`config.mk`:
```
export PLATFORM = sky130hd
export DESIGN_NAME = mem_port_arbiter_flat
export DESIGN_NICKNAME = d
export VERILOG_FILES = /design/src/rtl/mem_arb_pkg.sv /design/src/rtl/mem_port_arbiter_if.sv /design/src/rtl/mem_arb_prio.sv /design/src/rtl/mem_port_arbiter.sv /design/src/flat_wrapper.sv
export SDC_FILE = /design/constraint.sdc
export NUM_CORES = 1
export LEC_CHECK = 0
export ABC_AREA = 0
export CORE_AREA = 2 2 103 105
export DETAILED_ROUTE_END_ITERATION = 7
export DIE_AREA = 0 0 105 107
export GPL_TIMING_DRIVEN = 0
export HOLD_SLACK_MARGIN = 0.1
export PLACE_DENSITY = 0.61
export RECOVER_POWER = 25
export SETUP_SLACK_MARGIN = 0.2
export SLEW_MARGIN = 40
export SYNTH_ARGS = -nofsm -noshare
export SYNTH_HDL_FRONTEND = slang
export SYNTH_HIERARCHICAL = 1
export SYNTH_SLANG_ARGS = --single-unit
```
`constraint.sdc`:
```
create_clock -name clk -period 4 [get_ports clk]
set_input_delay 0.8 -clock clk [delete_from_list [all_inputs] [get_ports clk]]
set_output_delay 0.8 -clock clk [all_outputs]
set_load 0.01 [all_outputs]
```
`src/rtl/mem_arb_pkg.sv`:
```
// mem_arb_pkg: shared owner encoding and default starvation limit for the memory port arbiter
package mem_arb_pkg;
    localparam int STARVE_LIMIT_DEF = 4;
    typedef enum logic [1:0] {
        OWN_NONE = 2'd0,
        OWN_INST = 2'd1,
        OWN_DATA = 2'd2
    } own_t;
endpackage

```
`src/rtl/mem_port_arbiter_if.sv`:
```
// mem_port_arbiter_if: instruction, data and shared SRAM signals of the memory port arbiter
interface mem_port_arbiter_if;
    logic        inst_req;
    logic [31:0] inst_addr;
    logic        inst_ack;
    logic        inst_rvalid;
    logic [31:0] inst_rdata;
    logic        data_req;
    logic        data_we;
    logic [31:0] data_addr;
    logic [31:0] data_wdata;
    logic        data_ack;
    logic        data_rvalid;
    logic [31:0] data_rdata;
    logic        sram_we;
    logic [31:0] sram_addr;
    logic [31:0] sram_wdata;
    logic [31:0] sram_rdata;
    modport slave (
        input  inst_req, inst_addr, data_req, data_we, data_addr, data_wdata, sram_rdata,
        output inst_ack, inst_rvalid, inst_rdata, data_ack, data_rvalid, data_rdata,
               sram_we, sram_addr, sram_wdata
    );
    modport master (
        output inst_req, inst_addr, data_req, data_we, data_addr, data_wdata, sram_rdata,
        input  inst_ack, inst_rvalid, inst_rdata, data_ack, data_rvalid, data_rdata,
               sram_we, sram_addr, sram_wdata
    );
endinterface

```
`src/rtl/mem_arb_prio.sv`:
```
// mem_arb_prio: data-first grant selection with a streak counter that bounds instruction starvation
module mem_arb_prio
    import mem_arb_pkg::*;
#(
    parameter int STARVE_LIMIT = STARVE_LIMIT_DEF
) (
    input  logic clk,
    input  logic reset,
    input  logic i_inst_req,
    input  logic i_data_req,
    output logic o_gnt_inst,
    output logic o_gnt_data
);
    localparam int SW = $clog2(STARVE_LIMIT + 1);
    localparam logic [SW-1:0] LIMIT = SW'(STARVE_LIMIT);
    logic [SW-1:0] r_streak;
    logic          w_at_limit;
    // Data wins a conflict until the waiting fetch has been passed over STARVE_LIMIT times
    always_comb begin
        w_at_limit = r_streak == LIMIT;
        o_gnt_data = !reset && i_data_req && !(i_inst_req && w_at_limit);
        o_gnt_inst = !reset && i_inst_req && !o_gnt_data;
    end
    // Count data grants that bypass a waiting fetch; any fetch grant or idle fetch side clears it
    always_ff @(posedge clk) begin
        if (reset || !i_inst_req || o_gnt_inst)
            r_streak <= '0;
        else if (o_gnt_data && !w_at_limit)
            r_streak <= r_streak + SW'(1);
    end
endmodule

```
`src/rtl/mem_port_arbiter.sv`:
```
// mem_port_arbiter: shares one single-port SRAM between instruction fetch and load/store ports
module mem_port_arbiter
    import mem_arb_pkg::*;
#(
    parameter int STARVE_LIMIT = STARVE_LIMIT_DEF
) (
    input logic                 clk,
    input logic                 reset,
    mem_port_arbiter_if.slave   bus
);
    logic w_gnt_inst;
    logic w_gnt_data;
    own_t r_owner;

    mem_arb_prio #(.STARVE_LIMIT(STARVE_LIMIT)) u_prio (
        .clk        (clk),
        .reset      (reset),
        .i_inst_req (bus.inst_req),
        .i_data_req (bus.data_req),
        .o_gnt_inst (w_gnt_inst),
        .o_gnt_data (w_gnt_data)
    );

    // Drive the SRAM from the granted port and return read data to the owner of last cycle's read
    always_comb begin
        bus.inst_ack    = w_gnt_inst;
        bus.data_ack    = w_gnt_data;
        bus.sram_we     = w_gnt_data && bus.data_we;
        bus.sram_addr   = w_gnt_inst ? bus.inst_addr : w_gnt_data ? bus.data_addr : '0;
        bus.sram_wdata  = w_gnt_data ? bus.data_wdata : '0;
        bus.inst_rvalid = !reset && r_owner == OWN_INST;
        bus.data_rvalid = !reset && r_owner == OWN_DATA;
        bus.inst_rdata  = bus.inst_rvalid ? bus.sram_rdata : '0;
        bus.data_rdata  = bus.data_rvalid ? bus.sram_rdata : '0;
    end

    // Remember who issued this cycle's read; stores and idle cycles own nothing
    always_ff @(posedge clk) begin
        r_owner <= reset ? OWN_NONE :
                   w_gnt_inst ? OWN_INST :
                   (w_gnt_data && !bus.data_we) ? OWN_DATA : OWN_NONE;
    end
endmodule
```
`src/flat_wrapper.sv`:
```
// flat-port wrapper written by rule: the top's interface ports become plain ports
module mem_port_arbiter_flat import mem_arb_pkg::*;
#(
    parameter int STARVE_LIMIT = STARVE_LIMIT_DEF
)
  (clk, reset, bus_inst_req, bus_inst_addr, bus_data_req, bus_data_we, bus_data_addr, bus_data_wdata, bus_sram_rdata, bus_inst_ack, bus_inst_rvalid, bus_inst_rdata, bus_data_ack, bus_data_rvalid, bus_data_rdata, bus_sram_we, bus_sram_addr, bus_sram_wdata);
  mem_port_arbiter_if bus_i ();
  input logic clk;
  input logic reset;
  input wire logic [$bits(bus_i.inst_req)-1:0] bus_inst_req;
  input wire logic [$bits(bus_i.inst_addr)-1:0] bus_inst_addr;
  input wire logic [$bits(bus_i.data_req)-1:0] bus_data_req;
  input wire logic [$bits(bus_i.data_we)-1:0] bus_data_we;
  input wire logic [$bits(bus_i.data_addr)-1:0] bus_data_addr;
  input wire logic [$bits(bus_i.data_wdata)-1:0] bus_data_wdata;
  input wire logic [$bits(bus_i.sram_rdata)-1:0] bus_sram_rdata;
  output wire logic [$bits(bus_i.inst_ack)-1:0] bus_inst_ack;
  output wire logic [$bits(bus_i.inst_rvalid)-1:0] bus_inst_rvalid;
  output wire logic [$bits(bus_i.inst_rdata)-1:0] bus_inst_rdata;
  output wire logic [$bits(bus_i.data_ack)-1:0] bus_data_ack;
  output wire logic [$bits(bus_i.data_rvalid)-1:0] bus_data_rvalid;
  output wire logic [$bits(bus_i.data_rdata)-1:0] bus_data_rdata;
  output wire logic [$bits(bus_i.sram_we)-1:0] bus_sram_we;
  output wire logic [$bits(bus_i.sram_addr)-1:0] bus_sram_addr;
  output wire logic [$bits(bus_i.sram_wdata)-1:0] bus_sram_wdata;
  assign bus_i.inst_req = bus_inst_req;
  assign bus_i.inst_addr = bus_inst_addr;
  assign bus_i.data_req = bus_data_req;
  assign bus_i.data_we = bus_data_we;
  assign bus_i.data_addr = bus_data_addr;
  assign bus_i.data_wdata = bus_data_wdata;
  assign bus_i.sram_rdata = bus_sram_rdata;
  assign bus_inst_ack = bus_i.inst_ack;
  assign bus_inst_rvalid = bus_i.inst_rvalid;
  assign bus_inst_rdata = bus_i.inst_rdata;
  assign bus_data_ack = bus_i.data_ack;
  assign bus_data_rvalid = bus_i.data_rvalid;
  assign bus_data_rdata = bus_i.data_rdata;
  assign bus_sram_we = bus_i.sram_we;
  assign bus_sram_addr = bus_i.sram_addr;
  assign bus_sram_wdata = bus_i.sram_wdata;
  mem_port_arbiter #(.STARVE_LIMIT(STARVE_LIMIT)) u_core (.clk(clk), .reset(reset), .bus(bus_i));
endmodule
```
==> results_dict.tcl <==
set metrics [dict create \
    rsz0062_at_grt "yes" \
    timing.critical_path.to_type "output port" \
    dieArea_um2 11200 \
    first_iter_violations 90 \
    ios 266 \
    grt_start_max_net_pins 11 \
    syn_area_um2 1370 \
    crit_chain "dlygate4sd3_1 > inv_1 > a311oi_4 > buf_4 > nor2b_4 > buf_6 > a22o_2 > clkdlybuf4s50_1" \
    synth-edff-count 0 \
    die_y_um 107 \
    p_per_area_nw_per_um2 110 \
    synth-async-reset-ratio_pct 0 \
    grt_pass1_vias 2550 \
    place_area_um2 4200 \
    critPathBufInv 5 \
    area_growth_pct 212 \
    syn_nets 344 \
    wl_per_cell_um 14.0 \
    synth_cell_types 24 \
    synthCells 209 \
    total_power_w 0.000468 \
    finClkSkew_ns 0.00331 \
    syn_area_per_cell_um2 6.55 \
    path_delay_family "buffers and inverters" \
    place_congestion 0.846 \
    finalWorstSetupSlack_ns 0.240 \
    cp_max_fo 10 \
    setup_viol 0 \
    cts-root-buf "clkbuf_8" \
    outcome "complete, no violations" \
    start_kind "input port" \
    met1Wirelength_um 3070 \
    final_area_um2 4270 \
    vias 2467 \
    clkLatencyLatePin_ns 0.22 \
    slew_headroom_pct 66.5 \
    min_path_cells 2 \
    vias_per_cell 4.00 \
    cpPeakStageDelay_ns 0.59 \
    arrival_ns 2.96 \
    num_antenna_cells 0 \
    clock.fmax_ghz 0.266 \
    wirelength_um 8640 \
    drive_above_1_share_pct 11.7 \
    io_buffers 265 \
    ir_drop_v 0.0000538 \
    overflow 0 \
    core_area_um2 10100 \
    yosysMostFrequentCell "nor2_1" \
    slew_viol_final 0 \
    cts_made_buffers 3 \
    drtAntennaViolNets 0 \
    die-width_um 105 \
    crit_type "in2out" \
    cts.path.max_buffers 2 \
    cts_max_level 1 \
    cp_slowest_cell "dlygate4sd3_1" \
    dp_worst_setup_slack_ns -0.152 \
    rows 37 \
    ys_warn_count 6 \
    hold_violations 0 \
    period_minus_slack_ns 3.76 \
    ys_seq_area_share_pct 7.31 \
    dp_hpwl_um 7690 \
    hold_buffers 0 \
    clk_pin_slew_ns 0.03 \
    power_leakage_nw 1.69 \
    clock-sinks 5 \
    cts_tree "yes" \
    final.period_utilization_pct 94.0 \
    synthFlopType "dfxtp_1" \
    met3_length_um 875 \
    synth_top_area_share_pct 21.9 \
    hp-class "reg2reg" \
    grt_usage_pct 14.2 \
    yosys.area.top_type "a22o_2" \
    synthTopCellsByArea "a22o_2 22%, nor2_1 16%, nand2b_1 15%" \
    required_ns 3.20 \
    worstSetupPathDepth 8 \
    synth-seq-cells 5 \
    drv_cap 0 \
    fin_util_pct 42.3 \
    setup_tns_ns 0 \
    start_util_pct 13.6 \
    worstMarginPinSlew_ns 0.502 \
    fin_nets 616 \
    rr_worst_depth 7 \
    grt_pass1_wl_um 12700 \
    drt-pass1-iter-count 4 \
    routed.top_layer "met4" \
    post-route-drc-count 0 \
    synth_common_cells "60 x nor2_1, 33 x nand2b_1, 30 x a22o_2, 30 x and2_1, 9 x clkbuf_1" \
    met2_length_um 4610 \
    grt_antenna_before_repair 0 \
]
-- layer usage --
| layer | vias to the layer above | GRT usage [%] |
|---|---|---|
| met5 | - | 0 |
| met4 | 0 | 3.24 |
| met3 | 6 | 3.71 |
| met2 | 144 | 29.1 |
| met1 | 1086 | 14.1 |
| li1 | 1231 | - |
-- registers in the layout, summed over array words and instances (netlist names) --
register and flops:
u_core/r_owner 2, u_core/u_prio/r_streak 3
-- worst paths after layout --
path	startpoint	end	slack (ns)
setup / recovery	bus_data_req	bus_sram_addr[7]	0.24
hold / removal	u_core/u_prio/r_streak[0]$_SDFFE_PP0P_	u_core/u_prio/r_streak[0]$_SDFFE_PP0P_	0.58
setup reg to reg	u_core/u_prio/r_streak[0]$_SDFFE_PP0P_	u_core/r_owner[0]$_SDFF_PP0_	2.43
hold reg to reg	u_core/u_prio/r_streak[0]$_SDFFE_PP0P_	u_core/u_prio/r_streak[0]$_SDFFE_PP0P_	0.58
-- worst reg2reg max path, cell delays in order, from the launching register on --
cell     delay (ns)
dfxtp_1        0.30
inv_1          0.07
ha_1           0.23
nand2_1        0.11
a21oi_1        0.22
buf_4          0.22
buf_2          0.22
nor2b_1        0.14
-- cells in the final DEF, fill, tap and decap left out, drive strengths merged --
| master | n |
|---|---|
| dlygate4sd3 | 29 |
| and4 | 2 |
| a21oi | 1 |
| ha | 2 |
| dlygate4sd2 | 1 |
| or3b | 1 |
| inv | 3 |
| a211oi | 1 |
| nor2 | 60 |
| a311oi | 1 |
| o21ai | 1 |
| dfxtp | 5 |
| nand2b | 33 |
| dlymetal6s2s | 3 |
| a22o | 31 |
| clkdlybuf4s50 | 232 |
| nor2b | 3 |
| clkbuf | 14 |
| nand2 | 3 |
| nor4b | 1 |
| buf | 14 |
| and2 | 33 |
| nor3b | 6 |
-- logic make-up (layout without fill, tap and decap cells) --
| logic type | count (synthesis) | after routing | synth area share, % |
|---|---|---|---|
| DFF | 5 | 5 | 7.31 |
| buffers and inverters | 25 | 296 | 10.5 |
| and+or+nand+nor | 142 | 142 | 55.5 |
| AOI/OAI and AO/OA | 35 | 35 | 24.9 |
| adders and majority gates | 2 | 2 | 1.83 |
-- final cells by class --
cell class / count / area [µm²]
Fill cell: 1088 / 5830
Clock buffer: 4 / 45.0
Tap cell: 136 / 170
Timing Repair Buffer: 267 / 2670
Buffer: 22 / 123
Inverter: 3 / 11.3
Multi-Input combinational cell: 179 / 1140
Sequential cell: 5 / 100
-- what timing repair did --
action / CTS / global route
endpoints found under the setup margin: 62 / 16
setup buffers: 2 / 0
gates resized for setup: 4 / 8
pin swaps: 1 / 0
-- per-stage QoR --
stage	std cells	hold slack, ns
CTS	616	0.583
finish	616	0.577
detailed placement	610	0.568
global placement	610	0.545
global route	616	0.616
floorplan	209	0.526
-- where the power goes --
part,internal (W),switching [W]
Combinational,0.000218,0.000104
Sequential,0.0000512,0.000000474
Clock,0.0000685,0.0000253
Total,0.000338,0.000130
Note: power is estimated with default switching activity, not from simulation.
